===== src/rtl/ram_io_pkg.sv =====
// Shared constants, types and helpers for the RAM_IO read-data path.
package ram_io_pkg;

    localparam int NIBBLE_W      = 4;
    localparam int CFG_ORDER_BIT = 0;
    localparam int CFG_IDLE_BIT  = 1;

    typedef enum logic {
        ST_IDLE  = 1'b0,
        ST_SHIFT = 1'b1
    } ser_state_e;

    function automatic int beats(input int data_width);
        return data_width / NIBBLE_W;
    endfunction

endpackage


===== src/rtl/nibble_shift_reg.sv =====
// Word shifter that presents one nibble at its output end; direction is latched at load.
module nibble_shift_reg
    import ram_io_pkg::*;
#(
    parameter int DATA_WIDTH = 32
) (
    input  logic                  clk,
    input  logic                  srst,
    input  logic                  load_i,
    input  logic                  shift_i,
    input  logic                  msb_first_i,
    input  logic [DATA_WIDTH-1:0] data_i,
    output logic [NIBBLE_W-1:0]   nibble_o
);

    logic [DATA_WIDTH-1:0] data_q, data_d;
    logic                  msb_first_q, msb_first_d;

    always_comb begin
        data_d      = data_q;
        msb_first_d = msb_first_q;
        if (load_i) begin
            data_d      = data_i;
            msb_first_d = msb_first_i;
        end else if (shift_i) begin
            // The output end is the top nibble for MSB-first, the bottom nibble otherwise.
            if (msb_first_q) begin
                data_d = {data_q[DATA_WIDTH-NIBBLE_W-1:0], {NIBBLE_W{1'b0}}};
            end else begin
                data_d = {{NIBBLE_W{1'b0}}, data_q[DATA_WIDTH-1:NIBBLE_W]};
            end
        end
    end

    always_ff @(posedge clk) begin
        if (srst) begin
            data_q      <= '0;
            msb_first_q <= 1'b0;
        end else begin
            data_q      <= data_d;
            msb_first_q <= msb_first_d;
        end
    end

    assign nibble_o = msb_first_q ? data_q[DATA_WIDTH-1 -: NIBBLE_W] : data_q[NIBBLE_W-1:0];

endmodule


===== src/rtl/ram_rdata_nibble_serializer.sv =====
// Serialises RAM read words into 4-bit beats for the RAM_IO pass BEL, with a one-word
// holding register so consecutive words stream without idle beats.
module ram_rdata_nibble_serializer
    import ram_io_pkg::*;
#(
    parameter int DATA_WIDTH   = 32,
    parameter int NoConfigBits = 2
) (
    input  logic                    UserCLK,
    input  logic                    RESET,
    input  logic [DATA_WIDTH-1:0]   RdData,
    input  logic                    RdValid,
    output logic                    RdReady,
    input  logic                    Stall,
    input  logic [NoConfigBits-1:0] ConfigBits,
    output logic                    O0,
    output logic                    O1,
    output logic                    O2,
    output logic                    O3,
    output logic                    Strobe,
    output logic                    Busy
);

    localparam int                BEATS     = beats(DATA_WIDTH);
    localparam int                CNT_W     = $clog2(BEATS);
    localparam logic [CNT_W-1:0]  LAST_BEAT = CNT_W'(BEATS - 1);

    ser_state_e            state_q, state_d;
    logic [DATA_WIDTH-1:0] hold_q, hold_d;
    logic                  hold_full_q, hold_full_d;
    logic                  rd_ready_q, rd_ready_d;
    logic [CNT_W-1:0]      beat_q, beat_d;
    logic                  strobe_q, strobe_d;
    logic [NIBBLE_W-1:0]   idle_nib_q, idle_nib_d;

    logic                  last_beat, xfer, load, advance, drain;
    logic [NIBBLE_W-1:0]   shift_nibble;
    logic [NIBBLE_W-1:0]   o_vec;

    assign last_beat = (beat_q == LAST_BEAT);
    assign xfer      = RdValid && rd_ready_q;
    assign load      = hold_full_q && ((state_q == ST_IDLE) || (last_beat && !Stall));
    assign advance   = (state_q == ST_SHIFT) && !Stall && !last_beat;
    assign drain     = (state_q == ST_SHIFT) && !Stall && last_beat && !hold_full_q;

    always_comb begin
        state_d     = state_q;
        hold_d      = hold_q;
        hold_full_d = hold_full_q;
        beat_d      = beat_q;
        strobe_d    = strobe_q;
        idle_nib_d  = idle_nib_q;

        // load and xfer are mutually exclusive: RdReady is low whenever hold is full.
        if (load) begin
            hold_full_d = 1'b0;
            beat_d      = '0;
            strobe_d    = 1'b1;
            state_d     = ST_SHIFT;
        end else if (xfer) begin
            hold_d      = RdData;
            hold_full_d = 1'b1;
        end

        if (advance) begin
            beat_d   = beat_q + 1'b1;
            strobe_d = 1'b0;
        end

        if (drain) begin
            state_d    = ST_IDLE;
            strobe_d   = 1'b0;
            idle_nib_d = ConfigBits[CFG_IDLE_BIT] ? shift_nibble : '0;
        end

        rd_ready_d = !hold_full_d;
    end

    always_ff @(posedge UserCLK) begin
        if (RESET) begin
            state_q     <= ST_IDLE;
            hold_q      <= '0;
            hold_full_q <= 1'b0;
            rd_ready_q  <= 1'b1;
            beat_q      <= '0;
            strobe_q    <= 1'b0;
            idle_nib_q  <= '0;
        end else begin
            state_q     <= state_d;
            hold_q      <= hold_d;
            hold_full_q <= hold_full_d;
            rd_ready_q  <= rd_ready_d;
            beat_q      <= beat_d;
            strobe_q    <= strobe_d;
            idle_nib_q  <= idle_nib_d;
        end
    end

    nibble_shift_reg #(
        .DATA_WIDTH (DATA_WIDTH)
    ) u_shift (
        .clk         (UserCLK),
        .srst        (RESET),
        .load_i      (load),
        .shift_i     (advance),
        .msb_first_i (ConfigBits[CFG_ORDER_BIT]),
        .data_i      (hold_q),
        .nibble_o    (shift_nibble)
    );

    assign o_vec   = (state_q == ST_SHIFT) ? shift_nibble : idle_nib_q;
    assign O0      = o_vec[0];
    assign O1      = o_vec[1];
    assign O2      = o_vec[2];
    assign O3      = o_vec[3];
    assign Strobe  = strobe_q;
    assign Busy    = (state_q == ST_SHIFT);
    assign RdReady = rd_ready_q;

endmodule


===== config.mk =====
export PLATFORM = sky130hd
export DESIGN_NAME = ram_rdata_nibble_serializer
export DESIGN_NICKNAME = d
export VERILOG_FILES = /design/src/rtl/ram_io_pkg.sv /design/src/rtl/nibble_shift_reg.sv /design/src/rtl/ram_rdata_nibble_serializer.sv
export SDC_FILE = /design/constraint.sdc
export NUM_CORES = 1
export LEC_CHECK = 0
export ABC_AREA = 1
export BUFFER_PORTS_ARGS = -buffer_cell sky130_fd_sc_hd__buf_4
export CORE_MARGIN = 8
export CORE_UTILIZATION = 35
export DETAILED_ROUTE_END_ITERATION = 6
export MAX_ROUTING_LAYER = met4
export SLEW_MARGIN = 40
export SYNTH_ARGS = -nofsm -noshare
export SYNTH_HDL_FRONTEND = slang
export SYNTH_SLANG_ARGS = --single-unit

===== constraint.sdc =====
create_clock -name UserCLK -period 1.85 [get_ports UserCLK]
set_input_delay 0 -clock UserCLK [delete_from_list [all_inputs] [get_ports UserCLK]]
set_output_delay 0 -clock UserCLK [all_outputs]
set_load 0.01 [all_outputs]

==> impl_metrics.env, run 1 <==
export IMPL_die_y_um=118
export IMPL_finalCritPeriodShare_pct=89.4
export IMPL_p_leak_nw=1.99
export IMPL_final_cell_area_um2=4660
export IMPL_crit_arrival_ps=1950
export IMPL_via_per_inst=4.67
export IMPL_antenna_found_initial=0
export IMPL_mostFrequentLayoutCells="nand2_1, dfxtp_1, nor2_1"
export IMPL_netlist_instances=562
export IMPL_slowest_stage="dfxtp_1"
export IMPL_drtIter0Drc=225
export IMPL_synth_nets=602
export IMPL_final_layout_size_suffix_gt1_share_pct=13.0
export IMPL_power_density_nw_per_um2=836
export IMPL_synth_seq_cells=76
export IMPL_h_tree_depth=3
export IMPL_ant_nets=0
export IMPL_critPathBufInv=2
export IMPL_grt_max_degree=41
export IMPL_critPathCaptureType="flop"
export IMPL_netlist_area_um2=3640
export IMPL_synth_cell_types=18
export IMPL_crit_family="simple AND/OR/NAND/NOR gates"
export IMPL_hold_viol_final=0
export IMPL_start_util_pct=35.6
export IMPL_first_pass_iters=5
export IMPL_cp_slowest_stage_delay_ps=330
export IMPL_vias=3591
export IMPL_clk_latency_ps=360
export IMPL_clk_path_buf_depth=2
export IMPL_cp_cell_sequence="ha_1, ha_1, nand2_1, nand2_2, nand2_2, nand2_2, inv_2, buf_4, nor2_1, nor2_1"
export IMPL_hold_path_class="in2reg"
export IMPL_wl_met1_mm=4.53
export IMPL_final_common_cell="nand2_1"
export IMPL_setup_violations=0
export IMPL_criticalPathCategory="reg2reg"
export IMPL_drc_errors=0
export IMPL_cp_start_kind="flop"
export IMPL_finClkSkew_ps=8.46
export IMPL_cts_sinks=76
export IMPL_port_buffers=44
export IMPL_avgSynthCellArea_um2=6.48
export IMPL_fmax_mhz=605
export IMPL_clk_pin_slew_ps=80
export IMPL_area_growth_pct=28.0
export IMPL_rsz0062_at_grt="false"
export IMPL_nets=668
export IMPL_gp_congestion=0.769
export IMPL_coreArea_um2=10200
export IMPL_num_antenna_cells=0
export IMPL_grt_pass1_wl_mm=16.2
export IMPL_n_fill_cell=1087
export IMPL_maxCapViolCount=0
export IMPL_ios=45
export IMPL_critPathMaxFanout=21
export IMPL_wl_met2_mm=4.16
export IMPL_rows=37
export IMPL_wl_mm=9.30
export IMPL_max_vdd_ir_drop_mv=0.397
export IMPL_status="finished, final reports clean"
export IMPL_grt_usage_pct=14.3
export IMPL_synth_warnings=0
export IMPL_grt_overflow_total=0
export IMPL_multiInputGateArea_um2=1650
export IMPL_die_w_um=118
export IMPL_dpl_cell_area_um2=4100
export IMPL_worst_pin_slew_ps=408
export IMPL_dr_wl_met3_um=488
export IMPL_routedWlPerCell_um=12.1
export IMPL_final_min_clock_period_ps=1650
export IMPL_slew_violations=0
export IMPL_highest_signal_layer="met4"
export IMPL_crit_top_cell="nand2_2"
export IMPL_dieArea_um2=13900
export IMPL_max_slew_margin_pct=72.8
export IMPL_grt_pass1_vias=3529
export IMPL_tns_ps=0
export IMPL_ys_seq_area_share_pct=41.8
export IMPL_cts_buffers=9
export IMPL_regArea_um2=1520
export IMPL_root_buffer="clkbuf_8"
export IMPL_dp_hpwl_mm=6.25
export IMPL_cts_tree="yes"
export IMPL_required_ps=2150
==> flip-flops by register name, indices dropped and copies added, names as in the netlist <==
signal and count:
hold_q 32, u_shift.data_q 32, idle_nib_q 4, beat_q 3, Busy 1, RdReady 1, Strobe 1, hold_full_q 1
u_shift.msb_first_q 1
==> cell families (layout without fill, tap and decap cells) <==
| logic type | after synthesis | after routing | share of synthesized area [%] |
|---|---|---|---|
| AND/OR/NAND/NOR | 273 | 273 | 31.1 |
| buffers and inverters | 112 | 183 | 12.8 |
| AO/OA/AOI/OAI | 99 | 99 | 13.6 |
| flip-flops | 76 | 76 | 41.8 |
| adder cells (fa/ha/maj) | 2 | 2 | 0.687 |
==> power breakdown <==
group	switching [mW]	internal, mW
sequential	0.0854	1.76
clock	0.634	0.754
combinational	0.379	0.287
total	1.10	2.80
==> synth_stat cells <==
cell        n  area, µm²
a21oi_1    41        205
buf_1       4       15.0
buf_2      16       80.1
buf_4       5       37.5
buf_6       1       11.3
clkbuf_1   12       45.0
dfxtp_1    76       1520
ha_1        2       25.0
inv_1      72        270
inv_2       2       7.51
nand2_1   120        450
nand2_2     4       25.0
nand3_1    71        355
nor2_1     76        285
nor2_4      1       11.3
nor3_1      1       5.00
o21ai_0    52        260
o21ai_1     6       30.0
==> cell type report <==
cell class	count	share of cell area [%]
Multi-Input combinational cell	374	35.5
Sequential cell	76	32.6
Timing Repair Buffer	93	17.6
Inverter	74	6.01
Tap cell	136	3.65
Clock buffer	9	2.66
Clock inverter	7	1.96
==> stage by stage <==
step	worst slack [ps]	total power, mW	cells	hold WS (ps)	utilization, %
2_1_floorplan	334	2.27	562	148	-
3_3_place_gp	248	2.48	719	237	40.1
3_5_place_dp	179	2.49	719	240	40.1
4_1_cts	147	3.96	769	8.39	45.5
5_1_grt	56.9	4.12	769	36.9	45.6
6_report	196	3.90	769	20.7	45.6
==> final timing paths <==
kind                                from                       to  slack [ps]  cells past startpoint
hold reg to reg   beat_q[0]$_SDFFE_PP0P_   beat_q[0]$_SDFFE_PP0P_         460                      1
setup / recovery  beat_q[0]$_SDFFE_PP0P_  hold_q[15]$_SDFFE_PP0P_         200                     10
setup reg to reg  beat_q[0]$_SDFFE_PP0P_  hold_q[15]$_SDFFE_PP0P_         200                     10
hold / removal                   RdValid       RdReady$_SDFF_PP1_          20                      4
==> per-layer routing <==
| metal | vias up | track usage (%) |
|---|---|---|
| met1 | 1602 | 16.9 |
| li1 | 1890 | - |
| met2 | 89 | 23.1 |
| met4 | 0 | 4.56 |
| met3 | 10 | 3.88 |
| met5 | - | - |
==> timing repair <==
item | 4_1_cts | 5_1_grt
gates resized for setup | 0 | 2
setup buffers | 0 | 0
hold endpoints to repair | 34 | 0
endpoints found under the setup margin | 0 | 3
hold buffers | 34 | 0
==> worst min-delay path: stages <==
cell and delay (ps):
buf_4 110, nand2_1 90, a21oi_1 70, nand2_1 80
(Power assumes the default switching activity.)
==> run 2, diff against run 1 <==
==> constraint.sdc (replaced) <==
create_clock -name UserCLK -period 1.6 [get_ports UserCLK]
set_input_delay 0 -clock UserCLK [delete_from_list [all_inputs] [get_ports UserCLK]]
set_output_delay 0 -clock UserCLK [all_outputs]
set_load 0.01 [all_outputs]
==> run 2 against run 1 <==
  * The run now ends with setup timing left
  * Combinational power is 38% higher
  * Wire length is 9.1% higher
  * Sequential power is 15% higher
  * Die area stayed put
  * Final area grew 8.6%
  * Critical path depth unchanged
  * First-iteration DRC count increased by 20%
==> impl_metrics.env, run 2 (synthesis results as in run 1) <==
export IMPL_grt_pass1_wl_mm=16.6
export IMPL_hold_ws_ps=38.5
export IMPL_die_w_um=118
export IMPL_max_slew_margin_pct=65.1
export IMPL_pwr_share_comb_pct=19.4
export IMPL_clk_pin_slew_ps=80
export IMPL_ios=45
export IMPL_final_min_clock_period_ps=1620
export IMPL_final_common_cell="nand2_1"
export IMPL_fmax_mhz=616
export IMPL_critPathBufInv=4
export IMPL_grt_max_degree=41
export IMPL_switchingPower_mw=1.31
export IMPL_cp_startpoint="beat_q[0]$_SDFFE_PP0P_"
export IMPL_cts_buffers=9
export IMPL_required_ps=1880
export IMPL_max_vdd_ir_drop_mv=0.422
export IMPL_finClkSkew_ps=10.8
export IMPL_area_growth_pct=39.0
export IMPL_criticalPathCategory="reg2reg"
export IMPL_hold_start="ConfigBits[1]"
export IMPL_num_antenna_cells=0
export IMPL_ant_nets=0
export IMPL_tns_ps=-72.4
export IMPL_pwr_share_clk_pct=35.9
export IMPL_start_util_pct=35.6
export IMPL_setup_violations=5
export IMPL_drtIter0Drc=271
export IMPL_cp_start_kind="flop"
export IMPL_grt_overflow_total=0
export IMPL_critPathMaxFanout=5
export IMPL_p_leak_nw=2.16
export IMPL_hold_path_class="in2reg"
export IMPL_nets=680
export IMPL_intPower_mw=3.44
export IMPL_clk_path_buf_depth=2
export IMPL_status="finished, violations left"
export IMPL_final_core_util_pct=49.5
export IMPL_cts_tree="yes"
export IMPL_grt_pass1_vias=3576
export IMPL_n_fill_cell=1025
export IMPL_rows=37
export IMPL_finalWorstSetupSlack_ps=-24.5
export IMPL_critPathCaptureType="flop"
export IMPL_violations="setup timing"
export IMPL_crit_family="buffers and inverters"
export IMPL_gp_congestion=0.792
export IMPL_multiInputGateArea_um2=1820
export IMPL_drc_errors=0
export IMPL_slew_violations=0
export IMPL_via_per_inst=4.72
export IMPL_mostFrequentLayoutCells="nand2_1, nor2_1, dfxtp_1"
export IMPL_wl_mm=10.1
export IMPL_maxCapViolCount=0
export IMPL_finalCritPeriodShare_pct=102
export IMPL_coreArea_um2=10200
export IMPL_rsz0062_at_grt="true"
export IMPL_cp_slowest_stage_delay_ps=360
export IMPL_antenna_found_initial=0
export IMPL_regArea_um2=1530
export IMPL_clk_latency_ps=350
export IMPL_crit_arrival_ps=1900
export IMPL_cp_cell_sequence="ha_4, ha_4, buf_6, nor2_4, buf_6, clkbuf_16, nand2_1, nand2_1, inv_1, a21oi_2"
export IMPL_vias=3684
export IMPL_routedWlPerCell_um=13.0
export IMPL_worst_pin_slew_ps=523
export IMPL_die_y_um=118
export IMPL_finalPower_mw=4.74
export IMPL_hold_viol_final=0
export IMPL_switching_share_pct=27.5
export IMPL_top_regs="hold_q x32, u_shift.data_q x32, idle_nib_q x4"
export IMPL_dieArea_um2=13900
export IMPL_first_pass_iters=5
export IMPL_root_buffer="clkbuf_8"
export IMPL_slowest_stage="dfxtp_4"
export IMPL_grt_usage_pct=14.5
export IMPL_final_layout_size_suffix_gt1_share_pct=21.4
export IMPL_dpl_worst_slack_ps=-71.2
export IMPL_cts_sinks=76
export IMPL_port_buffers=44
export IMPL_regToRegStartpoint="beat_q[0]$_SDFFE_PP0P_"
export IMPL_power_density_nw_per_um2=938
export IMPL_dp_hpwl_mm=6.31
export IMPL_pwr_share_seq_pct=44.7
export IMPL_h_tree_depth=3
==> run 2: cell types whose count changed in the layout (fill, tap and decap cells not counted), sizes merged <==
cell / before / now
clkinv: 4 / 2
clkbuf: 9 / 15
buf: 59 / 68
clkinvlp: 1 / 0
==> run 2: final timing paths <==
check | to | slack (ps) | depth (start not counted)
worst max register to register | u_shift.data_q[7]$_SDFFE_PP0P_ | -20 | 10
worst min register to register | beat_q[0]$_SDFFE_PP0P_ | 460 | 1
worst min-delay path | idle_nib_q[2]$_SDFFE_PP0P_ | 40 | 5
worst max-delay path | u_shift.data_q[7]$_SDFFE_PP0P_ | -20 | 10
==> run 2: power by group through the flow <==
stage | logic, mW | registers (mW) | clock network, mW
3_3_place_gp | 0.727 | 2.16 | 0
4_1_cts | 0.833 | 2.12 | 1.75
6_report | 0.920 | 2.12 | 1.70
2_1_floorplan | 0.488 | 2.14 | 0
3_5_place_dp | 0.736 | 2.16 | 0
5_1_grt | 1.02 | 2.14 | 1.83
==> run 2: timing repair <==
item / CTS / global route
resized for setup: 8 / 77
hold endpoints to repair: 34 / 0
setup endpoints to repair: 62 / 72
pin swaps: 1 / 17
hold buffers: 34 / 0
gates cloned: 1 / 4
setup buffers: 2 / 1
==> run 2: stage by stage <==
stage	std cells	area [µm²]
after global placement	723	4130
final	781	5060
after CTS	776	4780
after global routing	781	5060
after detailed placement	723	4130
after floorplan	562	3640
==> run 2: layout make-up <==
type,count,share of cell area (%)
multi-input combinational,374,36.1
sequential,76,30.2
timing repair buffer,105,20.1
inverter,74,5.64
tap,136,3.36
clock buffer,12,3.26
clock inverter,4,1.38
==> run 2: per-layer routing <==
| metal | share of wire, % | up-vias | GRT usage, % |
|---|---|---|---|
| met3 | 4.3 | 8 | 3.65 |
| li1 | - | 1919 | - |
| met4 | 1.0 | 0 | 3.84 |
| met2 | 47 | 88 | 23.3 |
| met1 | 48 | 1669 | 17.7 |
| met5 | 0 | - | - |
==> run 2: tightest hold or removal path, stage by stage <==
cell and delay, ps:
buf_4 110, nand2_1 50, nor2_1 80, nand2_1 70
nand2_1 40
